[config.mk]
export PLATFORM = sky130hd
export DESIGN_NAME = jpeg_quant_stream
export DESIGN_NICKNAME = d
export VERILOG_FILES = /design/src/rtl/jpeg_quant_stream.sv
export SDC_FILE = /design/constraint.sdc
export NUM_CORES = 2
export LEC_CHECK = 0
export BUFFER_PORTS_ARGS = -buffer_cell sky130_fd_sc_hd__buf_2
export CORE_MARGIN = 2
export CORE_UTILIZATION = 40
export DETAILED_ROUTE_END_ITERATION = 8
export HOLD_SLACK_MARGIN = 0.08
export SLEW_MARGIN = 20
export SYNTH_ARGS = -nofsm -noshare
export SYNTH_HDL_FRONTEND = slang
export SYNTH_SLANG_ARGS = --single-unit
[constraint.sdc]
create_clock -name clk -period 5.9 [get_ports clk]
set_clock_uncertainty 0.2 [all_clocks]
set_input_delay 0.59 -clock clk [delete_from_list [all_inputs] [get_ports clk]]
set_output_delay 0.59 -clock clk [all_outputs]
set_load 0.02 [all_outputs]
[src/rtl/jpeg_quant_stream.sv]
// Streaming JPEG quantizer: coefficient * reciprocal(step) with round-half-up and
// saturation, three-stage pipeline with valid/ready backpressure.
module jpeg_quant_stream #(
  parameter int IN_W    = 11,
  parameter int OUT_W   = 11,
  parameter int RECIP_W = 16,
  parameter int FRAC    = 12
) (
  input  logic               clk,
  input  logic               rst_n,
  input  logic               in_valid,
  output logic               in_ready,
  input  logic [IN_W-1:0]    in_coef,
  input  logic [1:0]         in_chan,
  output logic               out_valid,
  input  logic               out_ready,
  output logic [OUT_W-1:0]   out_coef,
  output logic               out_last,
  output logic [1:0]         out_chan,
  input  logic               tbl_we,
  input  logic               tbl_sel,
  input  logic [5:0]         tbl_addr,
  input  logic [RECIP_W-1:0] tbl_data
);

  localparam int PW   = IN_W + RECIP_W + 1;
  localparam int RW   = PW + 1;
  localparam int HALF = 1 << (FRAC - 1);
  localparam logic signed [RW-1:0] SAT_MAX = RW'((1 << (OUT_W - 1)) - 1);
  localparam logic signed [RW-1:0] SAT_MIN = RW'(-(1 << (OUT_W - 1)));

  // Standard JPEG quantization steps, raster order.
  localparam int LUMA_Q [64] = '{
    16, 11, 10, 16,  24,  40,  51,  61,
    12, 12, 14, 19,  26,  58,  60,  55,
    14, 13, 16, 24,  40,  57,  69,  56,
    14, 17, 22, 29,  51,  87,  80,  62,
    18, 22, 37, 56,  68, 109, 103,  77,
    24, 35, 55, 64,  81, 104, 113,  92,
    49, 64, 78, 87, 103, 121, 120, 101,
    72, 92, 95, 98, 112, 100, 103,  99
  };
  localparam int CHROMA_Q [64] = '{
    17, 18, 24, 47, 99, 99, 99, 99,
    18, 21, 26, 66, 99, 99, 99, 99,
    24, 26, 56, 99, 99, 99, 99, 99,
    47, 66, 99, 99, 99, 99, 99, 99,
    99, 99, 99, 99, 99, 99, 99, 99,
    99, 99, 99, 99, 99, 99, 99, 99,
    99, 99, 99, 99, 99, 99, 99, 99,
    99, 99, 99, 99, 99, 99, 99, 99
  };

  function automatic logic [RECIP_W-1:0] recip_of(input int q);
    return RECIP_W'((1 << FRAC) / q);
  endfunction

  logic [RECIP_W-1:0] luma_q   [64];
  logic [RECIP_W-1:0] luma_d   [64];
  logic [RECIP_W-1:0] chroma_q [64];
  logic [RECIP_W-1:0] chroma_d [64];

  logic [5:0]  idx_q, idx_d;
  logic [1:0]  chan_lat_q, chan_lat_d;

  logic                     v1_q, v1_d;
  logic signed [IN_W-1:0]   coef1_q, coef1_d;
  logic [RECIP_W-1:0]       recip1_q, recip1_d;
  logic                     last1_q, last1_d;
  logic [1:0]               chan1_q, chan1_d;

  logic                     v2_q, v2_d;
  logic signed [PW-1:0]     prod2_q, prod2_d;
  logic                     last2_q, last2_d;
  logic [1:0]               chan2_q, chan2_d;

  logic                     out_valid_q, out_valid_d;
  logic [OUT_W-1:0]         out_coef_q, out_coef_d;
  logic                     out_last_q, out_last_d;
  logic [1:0]               out_chan_q, out_chan_d;

  logic                     advance;
  logic                     accept;
  logic [1:0]               cur_chan;
  logic [RECIP_W-1:0]       lookup;
  logic signed [RW-1:0]     rsum;
  logic signed [RW-1:0]     rq;
  logic [OUT_W-1:0]         sat;

  assign advance   = !out_valid_q || out_ready;
  assign in_ready  = advance && rst_n;
  assign accept    = in_valid && in_ready;
  assign out_valid = out_valid_q;
  assign out_coef  = out_coef_q;
  assign out_last  = out_last_q;
  assign out_chan  = out_chan_q;

  // Table reads see the pre-write contents; the write lands at the same edge.
  always_comb begin
    luma_d   = luma_q;
    chroma_d = chroma_q;
    if (tbl_we) begin
      if (tbl_sel) chroma_d[tbl_addr] = tbl_data;
      else         luma_d[tbl_addr]   = tbl_data;
    end
  end

  always_comb begin
    cur_chan = (idx_q == 6'd0) ? in_chan : chan_lat_q;
    lookup   = (cur_chan == 2'd1 || cur_chan == 2'd2) ? chroma_q[idx_q] : luma_q[idx_q];
    rsum     = RW'(prod2_q) + RW'(HALF);
    rq       = rsum >>> FRAC;
    if (rq > SAT_MAX)      sat = OUT_W'(SAT_MAX);
    else if (rq < SAT_MIN) sat = OUT_W'(SAT_MIN);
    else                   sat = OUT_W'(rq);
  end

  always_comb begin
    idx_d       = idx_q;
    chan_lat_d  = chan_lat_q;
    v1_d        = v1_q;
    coef1_d     = coef1_q;
    recip1_d    = recip1_q;
    last1_d     = last1_q;
    chan1_d     = chan1_q;
    v2_d        = v2_q;
    prod2_d     = prod2_q;
    last2_d     = last2_q;
    chan2_d     = chan2_q;
    out_valid_d = out_valid_q;
    out_coef_d  = out_coef_q;
    out_last_d  = out_last_q;
    out_chan_d  = out_chan_q;

    if (accept) begin
      idx_d = idx_q + 6'd1;
      if (idx_q == 6'd0) chan_lat_d = in_chan;
    end

    // Whole pipeline, bubbles included, moves only on advance.
    if (advance) begin
      v1_d = accept;
      if (accept) begin
        coef1_d  = in_coef;
        recip1_d = lookup;
        last1_d  = (idx_q == 6'd63);
        chan1_d  = cur_chan;
      end

      v2_d = v1_q;
      if (v1_q) begin
        prod2_d = PW'(coef1_q) * PW'($signed({1'b0, recip1_q}));
        last2_d = last1_q;
        chan2_d = chan1_q;
      end

      out_valid_d = v2_q;
      if (v2_q) begin
        out_coef_d = sat;
        out_last_d = last2_q;
        out_chan_d = chan2_q;
      end else begin
        out_last_d = 1'b0;
      end
    end
  end

  always_ff @(posedge clk or negedge rst_n) begin
    if (!rst_n) begin
      for (int unsigned i = 0; i < 64; i++) begin
        luma_q[i]   <= recip_of(LUMA_Q[i]);
        chroma_q[i] <= recip_of(CHROMA_Q[i]);
      end
      idx_q       <= '0;
      chan_lat_q  <= '0;
      v1_q        <= 1'b0;
      coef1_q     <= '0;
      recip1_q    <= '0;
      last1_q     <= 1'b0;
      chan1_q     <= '0;
      v2_q        <= 1'b0;
      prod2_q     <= '0;
      last2_q     <= 1'b0;
      chan2_q     <= '0;
      out_valid_q <= 1'b0;
      out_coef_q  <= '0;
      out_last_q  <= 1'b0;
      out_chan_q  <= '0;
    end else begin
      luma_q      <= luma_d;
      chroma_q    <= chroma_d;
      idx_q       <= idx_d;
      chan_lat_q  <= chan_lat_d;
      v1_q        <= v1_d;
      coef1_q     <= coef1_d;
      recip1_q    <= recip1_d;
      last1_q     <= last1_d;
      chan1_q     <= chan1_d;
      v2_q        <= v2_d;
      prod2_q     <= prod2_d;
      last2_q     <= last2_d;
      chan2_q     <= chan2_d;
      out_valid_q <= out_valid_d;
      out_coef_q  <= out_coef_d;
      out_last_q  <= out_last_d;
      out_chan_q  <= out_chan_d;
    end
  end

endmodule
Word-level counts from Yosys, hierarchy flattened:

Cells that the tools add are included.

* add/sub/neg operators: 2
* multipliers: 1
* div/mod/pow operators: 0
* $lt $le $gt $ge: 5
* equal/unequal tests: 3
* shifts and indexed selects: 0
* mux-type cells: 15
* bitwise logic cells: 3
* reduce and logical (&&, ||, !) cells: 12

Operator list (number)
* $bwmux W1024: 2
* $bmux W16 S6: 2
* $demux W16 S6: 1
* $mux W16: 6
* $add A28 B13 Y29 const B: 1
* $mul A11 B17 Y28: 1
* $mux W11: 2
* $gt A17 B11 Y1 const B: 1
* $lt A17 B11 Y1 const B: 1
* $ge A7 B7 Y1 const B: 2
* $not A6 Y7: 2
* $reduce_and A2 Y1: 5
* $lt A7 B1 Y1 const B: 1
* $add A6 B1 Y6 const B: 1
* $eq A6 B6 Y1 const B: 1
* $logic_not A6 Y1: 1
* $logic_and A1 B1 Y1: 3
* $eq A2 B1 Y1 const B: 1
* $eq A2 B2 Y1 const B: 1
* $logic_or A1 B1 Y1: 2
* $mux W2: 1
* $logic_not A1 Y1: 1
* $mux W1: 1
* $not A1 Y1: 1

* register bits: 2134
* latch bits: 0
* RAM bits: 0
* bits in read-only memories: 0
* bits of input ports: 41
* output and inout port bits: 16
* word-level logic and storage cells: 184
* memories: 0

Depth between registers and ports, before layout:

* depth in word-level cells: 6
* mapped depth: 21
* gate-level depth less buffers: 19

Worst setup path after synthesis:

Ideal clock, no wire load.

* path type: reg2reg
* start: register coef1_q[2]
* end: register prod2_q[22]
* library setup time: 0.126 ns
* data arrival time: 5.240 ns
* data required time: 5.574 ns
* setup slack: 0.334 ns
* cell stages (with the launch flop): 20
* path buffers: 2
* period minus slack after synthesis: 5.566 ns
* path through: dfrtp_1 -> clkbuf_1 -> clkbuf_1 -> nand2_1 -> fa_1 -> fa_1 -> inv_1 -> fa_1 -> fa_1 -> inv_1 -> fa_1 -> inv_1 -> ha_1 -> and2_1 -> o2111ai_1 -> o211a_1 -> nand2_1 -> o21ai_0 -> o21ai_0 -> a221o_1

* word-level cells in the longest chain between the ends: 1

Ends and longest elaborated chain
* start: declaration: RTL line 67 `logic signed [IN_W-1:0] coef1_q, coef1_d;`
* start signal: assignment: RTL line 195 `coef1_q <= coef1_d;`
* $mul A11 B17 Y28: RTL line 152 `prod2_d = PW'(coef1_q) * PW'($signed({1'b0, recip1_q}));`
* end signal: assignment: RTL line 200 `prod2_q <= prod2_d;`
* end: declaration: RTL line 73 `logic signed [PW-1:0] prod2_q, prod2_d;`

No other way between the ends.
A chain may end at the register's enable or synchronous reset.

Worst setup path after layout:

* start: register coef1_q[3]
* end: register prod2_q[25]

The elaborated chain is that of the path after synthesis.

==> impl_metrics.toml <==
[timing]
timing.final.ws_setup_ps = 254
worst_pin_slew_ps = 1240
max_slew_margin_pct = 17.3
fmax_mhz = 177
hold_viol_final = 0
rsz0062_at_grt = "false"
slew_viol_final = 0
finalCriticalPeriod_ps = 5650
setup_viol = 0
fin_crit_sh_pct = 95.7

[floorplanning]
dieArea_mm2 = 0.263
num_rows = 186
boundaryPins = 57
die_w_um = 513
die_y_um = 513
initial_core_util_pct = 40.3
fp.coreArea_mm2 = 0.257

[synthesis]
synth_fp_nets = 7574
synth_top_area_share_pct = 40.8
ys_seq_area_share_pct = 51.8
synth_top_area_cell = "dfrtp_1"
ys.flop_type = "dfrtp_1"
synth_compound_area_share_pct = 3.88
ys_ff_latch = 2123
yosys_warnings = 0
synthSimpleGateAreaFrac_pct = 3.67
synthAdderAreaFrac_pct = 3.39
synthTopCellsByArea = "dfrtp_1, mux2_2, dfstp_2"
synth_top_family_by_area = "multiplexers"
ys_types = 83
synth_area_mm2 = 0.104
post_synth.cell_area_avg_um2 = 14.1
synthArstFlopShare_pct = 100
synth_edf_count = 0
synthXorXnorAreaFrac_pct = 0.220
synth.mux.area_fraction_pct = 33.5
syn_inst = 7327

[route]
totalWireLength_mm = 311
viasPerCell = 5.83
initialDrtViolationCount = 5077
wl_met3_mm = 19.3
top_layer_used = "met5"
m1WireLength_mm = 137
dr.pass1.iters = 6
vias = 63300
met2_length_mm = 143
ant_nets = 0
wl_per_cell_um = 28.6
drcViolationCount = 0

[placement]
place.port_buffers = 56
dpl_cell_area_mm2 = 0.108
place.gp.congestion = 0.862
dp_slack_ps = -31.1
dp_hpwl_mm = 201

[clock_tree]
numCtsBuffers = 224
clk_pin_slew_ps = 60
cts_tree = "done"
cts-root-buf = "clkbuf_16"
clockBufferDepth = 3
cts_htree_levels = 4
postCtsSetupBuffers = 0
clkSinkCount = 2123
clkLatencyLatePin_ps = 910

[critical_path]
crit_path_end_kind = "register"
r2r_start = "coef1_q[3]$_DFFE_PN0P_"
timing.critical_path.from = "coef1_q[3]$_DFFE_PN0P_"
worstPathRequired_ps = 6550
critical-path-top-delay-family = "adder cells"
r2r_cells = 18
cp_data_arrival_time_ps = 6300
crit_path_start_kind = "register"
r2r_slack_ps = 250
crit_end = "prod2_q[25]$_DFFE_PN0P_"
cp_slowest_cell = "dfrtp_1"
cp_cell_sequence = "nand2_1 -> fa_1 -> fa_1 -> inv_1 -> fa_1 -> fa_1 -> inv_1 -> fa_1 -> inv_1 -> ha_1 -> and2_1 -> o2111ai_1 -> o211a_1 -> nand2_1 -> buf_4 -> a211o_1 -> a2111o_1 -> nand3_1"
cp_max_fo = 11
worstReg2RegEnd = "prod2_q[25]$_DFFE_PN0P_"
cp_num_buf_inv = 4
crit_top_cell = "fa_1"
crit_type = "register to register"
cp_slowest_stage_delay_ps = 620
crit_cells = 18

[cells_and_area]
final_area_mm2 = 0.116
fin_nets = 7511
layout_common_cells = "mux2_2, dfrtp_1, dfstp_2"
drive_gt1_share_pct = 49.5
final_common_cell = "mux2_2"
area_growth_pct = 12.0
n_fill_cell = 22700

[min_path]
hold_class = "primary input to register"
min_delay_path_depth = 2

[grt]
grt_max_degree = 173
grt-ovfl-total = 0
grt_pass1_wl_mm = 460
antenna_found_initial = 26
grt_usage_pct = 23.5
grt_pass1_vias = 65500

[outcome]
status = "completed"

[pwr]
total_power_mw = 51.3
power.leakage_nw = 53.2
max-vdd-ir-drop_mv = 0.674
power_density_mw_per_mm2 = 442

[run]
maxCapViolations = 0
## routing by layer
layer	vias to the layer above	track usage, %
met5	-	0
met4	16	8.22
met3	496	4.61
met2	1763	36.8
met1	34600	32.6
li1	26500	-
## registers in the layout (all words and copies together), names as in the netlist
| register | count |
|---|---|
| out_coef | 11 |
| coef1_q | 11 |
| idx_q | 6 |
| recip1_q | 16 |
| out_last | 1 |
| prod2_q | 17 |
| chan_lat_q | 2 |
| last2_q | 1 |
| v2_q | 1 |
| chroma_q | 1024 |
| last1_q | 1 |
| chan1_q | 2 |
| chan2_q | 2 |
| v1_q | 1 |
| out_valid | 1 |
| out_chan | 2 |
| luma_q | 1024 |
## cells in the mapped netlist, drive strengths merged (11+ instances only)
master and number:
o21ai 92, clkbuf 389, nand4 17, o32ai 13
a22oi 94, nor2 153, o221ai 24, dfstp 433
o2111ai 16, fa 124, a21oi 119, nand2 349
mux2 2098, nor2b 20, a221oi 26, mux2i 316
a31oi 13, nor3 21, dfrtp 1690, nand3 82
inv 167, and2 87, xnor2 17, and3 26
nand2b 11, buf 249, o31ai 15, nor4 13
a211oi 24, o211ai 37, ha 82, mux4 350
o22ai 42
## power by group
| part | total (mW) | switching [mW] | internal, mW |
|---|---|---|---|
| logic | 18.8 | 11.6 | 7.20 |
| registers | 17.2 | 1.09 | 16.1 |
| clock network | 15.3 | 6.21 | 9.05 |
## how the worst min path moves through the flow
| stage | start | endpoint | slack (ps) |
|---|---|---|---|
| after global placement | chan2_q[0]$_DFFE_PN0P_ | chan2_q[0]$_DFFE_PN0P_ | 270 |
| after global routing | tbl_data[1] | luma_q[81]$_DFFE_PN1P_ | 110 |
| after CTS | tbl_data[1] | luma_q[81]$_DFFE_PN1P_ | 90 |
| after detailed placement | chan2_q[1]$_DFFE_PN0P_ | chan2_q[1]$_DFFE_PN0P_ | 270 |
| after floorplan | rst_n | chan1_q[0]$_DFFE_PN0P_ | 90 |
| final | tbl_data[1] | luma_q[81]$_DFFE_PN1P_ | 120 |
## cell type report
cell class                      instances  area [µm²]  share of cell area [%]
Antenna cell                           16        40.0                  0.0345
Clock inverter                         89        1430                    1.23
Sequential cell                      2123       53700                    46.2
Timing Repair Buffer                  349        2900                    2.50
Tap cell                             3384        4230                    3.65
Multi-Input combinational cell       4398       46500                    40.0
Clock buffer                          340        6690                    5.76
Inverter                              168         633                   0.545
## kinds of logic (layout without fill, tap and decap cells)
kind of cell             Yosys count  count (layout)
AO/OA/AOI/OAI                    588             588
multiplexers                    2764            2764
AND/OR/NAND/NOR                  814             814
XOR/XNOR                          26              26
flip-flops                      2123            2123
buffers and inverters            806             946
adder cells (fa/ha/maj)          206             206
other                              0              16
## what timing repair did
item / CTS / global route
setup endpoints to repair: 0 / 5
resized for setup: 0 / 4
hold buffers: 19 / 0
endpoints found under the hold margin: 283 / 0
## metrics by stage
| stage | TNS (ps) | instances | hold slack (ps) | util, % |
|---|---|---|---|---|
| after CTS | 0 | 10900 | 91.7 | 45.1 |
| after global routing | 0 | 10900 | 106 | 45.1 |
| final | 0 | 10900 | 122 | 45.1 |
| after floorplan | 0 | 7327 | 94.4 | - |
| after detailed placement | -31.1 | 10400 | 269 | 41.9 |
| after global placement | 0 | 10400 | 265 | 41.9 |
No activity file was read; power rests on OpenSTA's default activity.
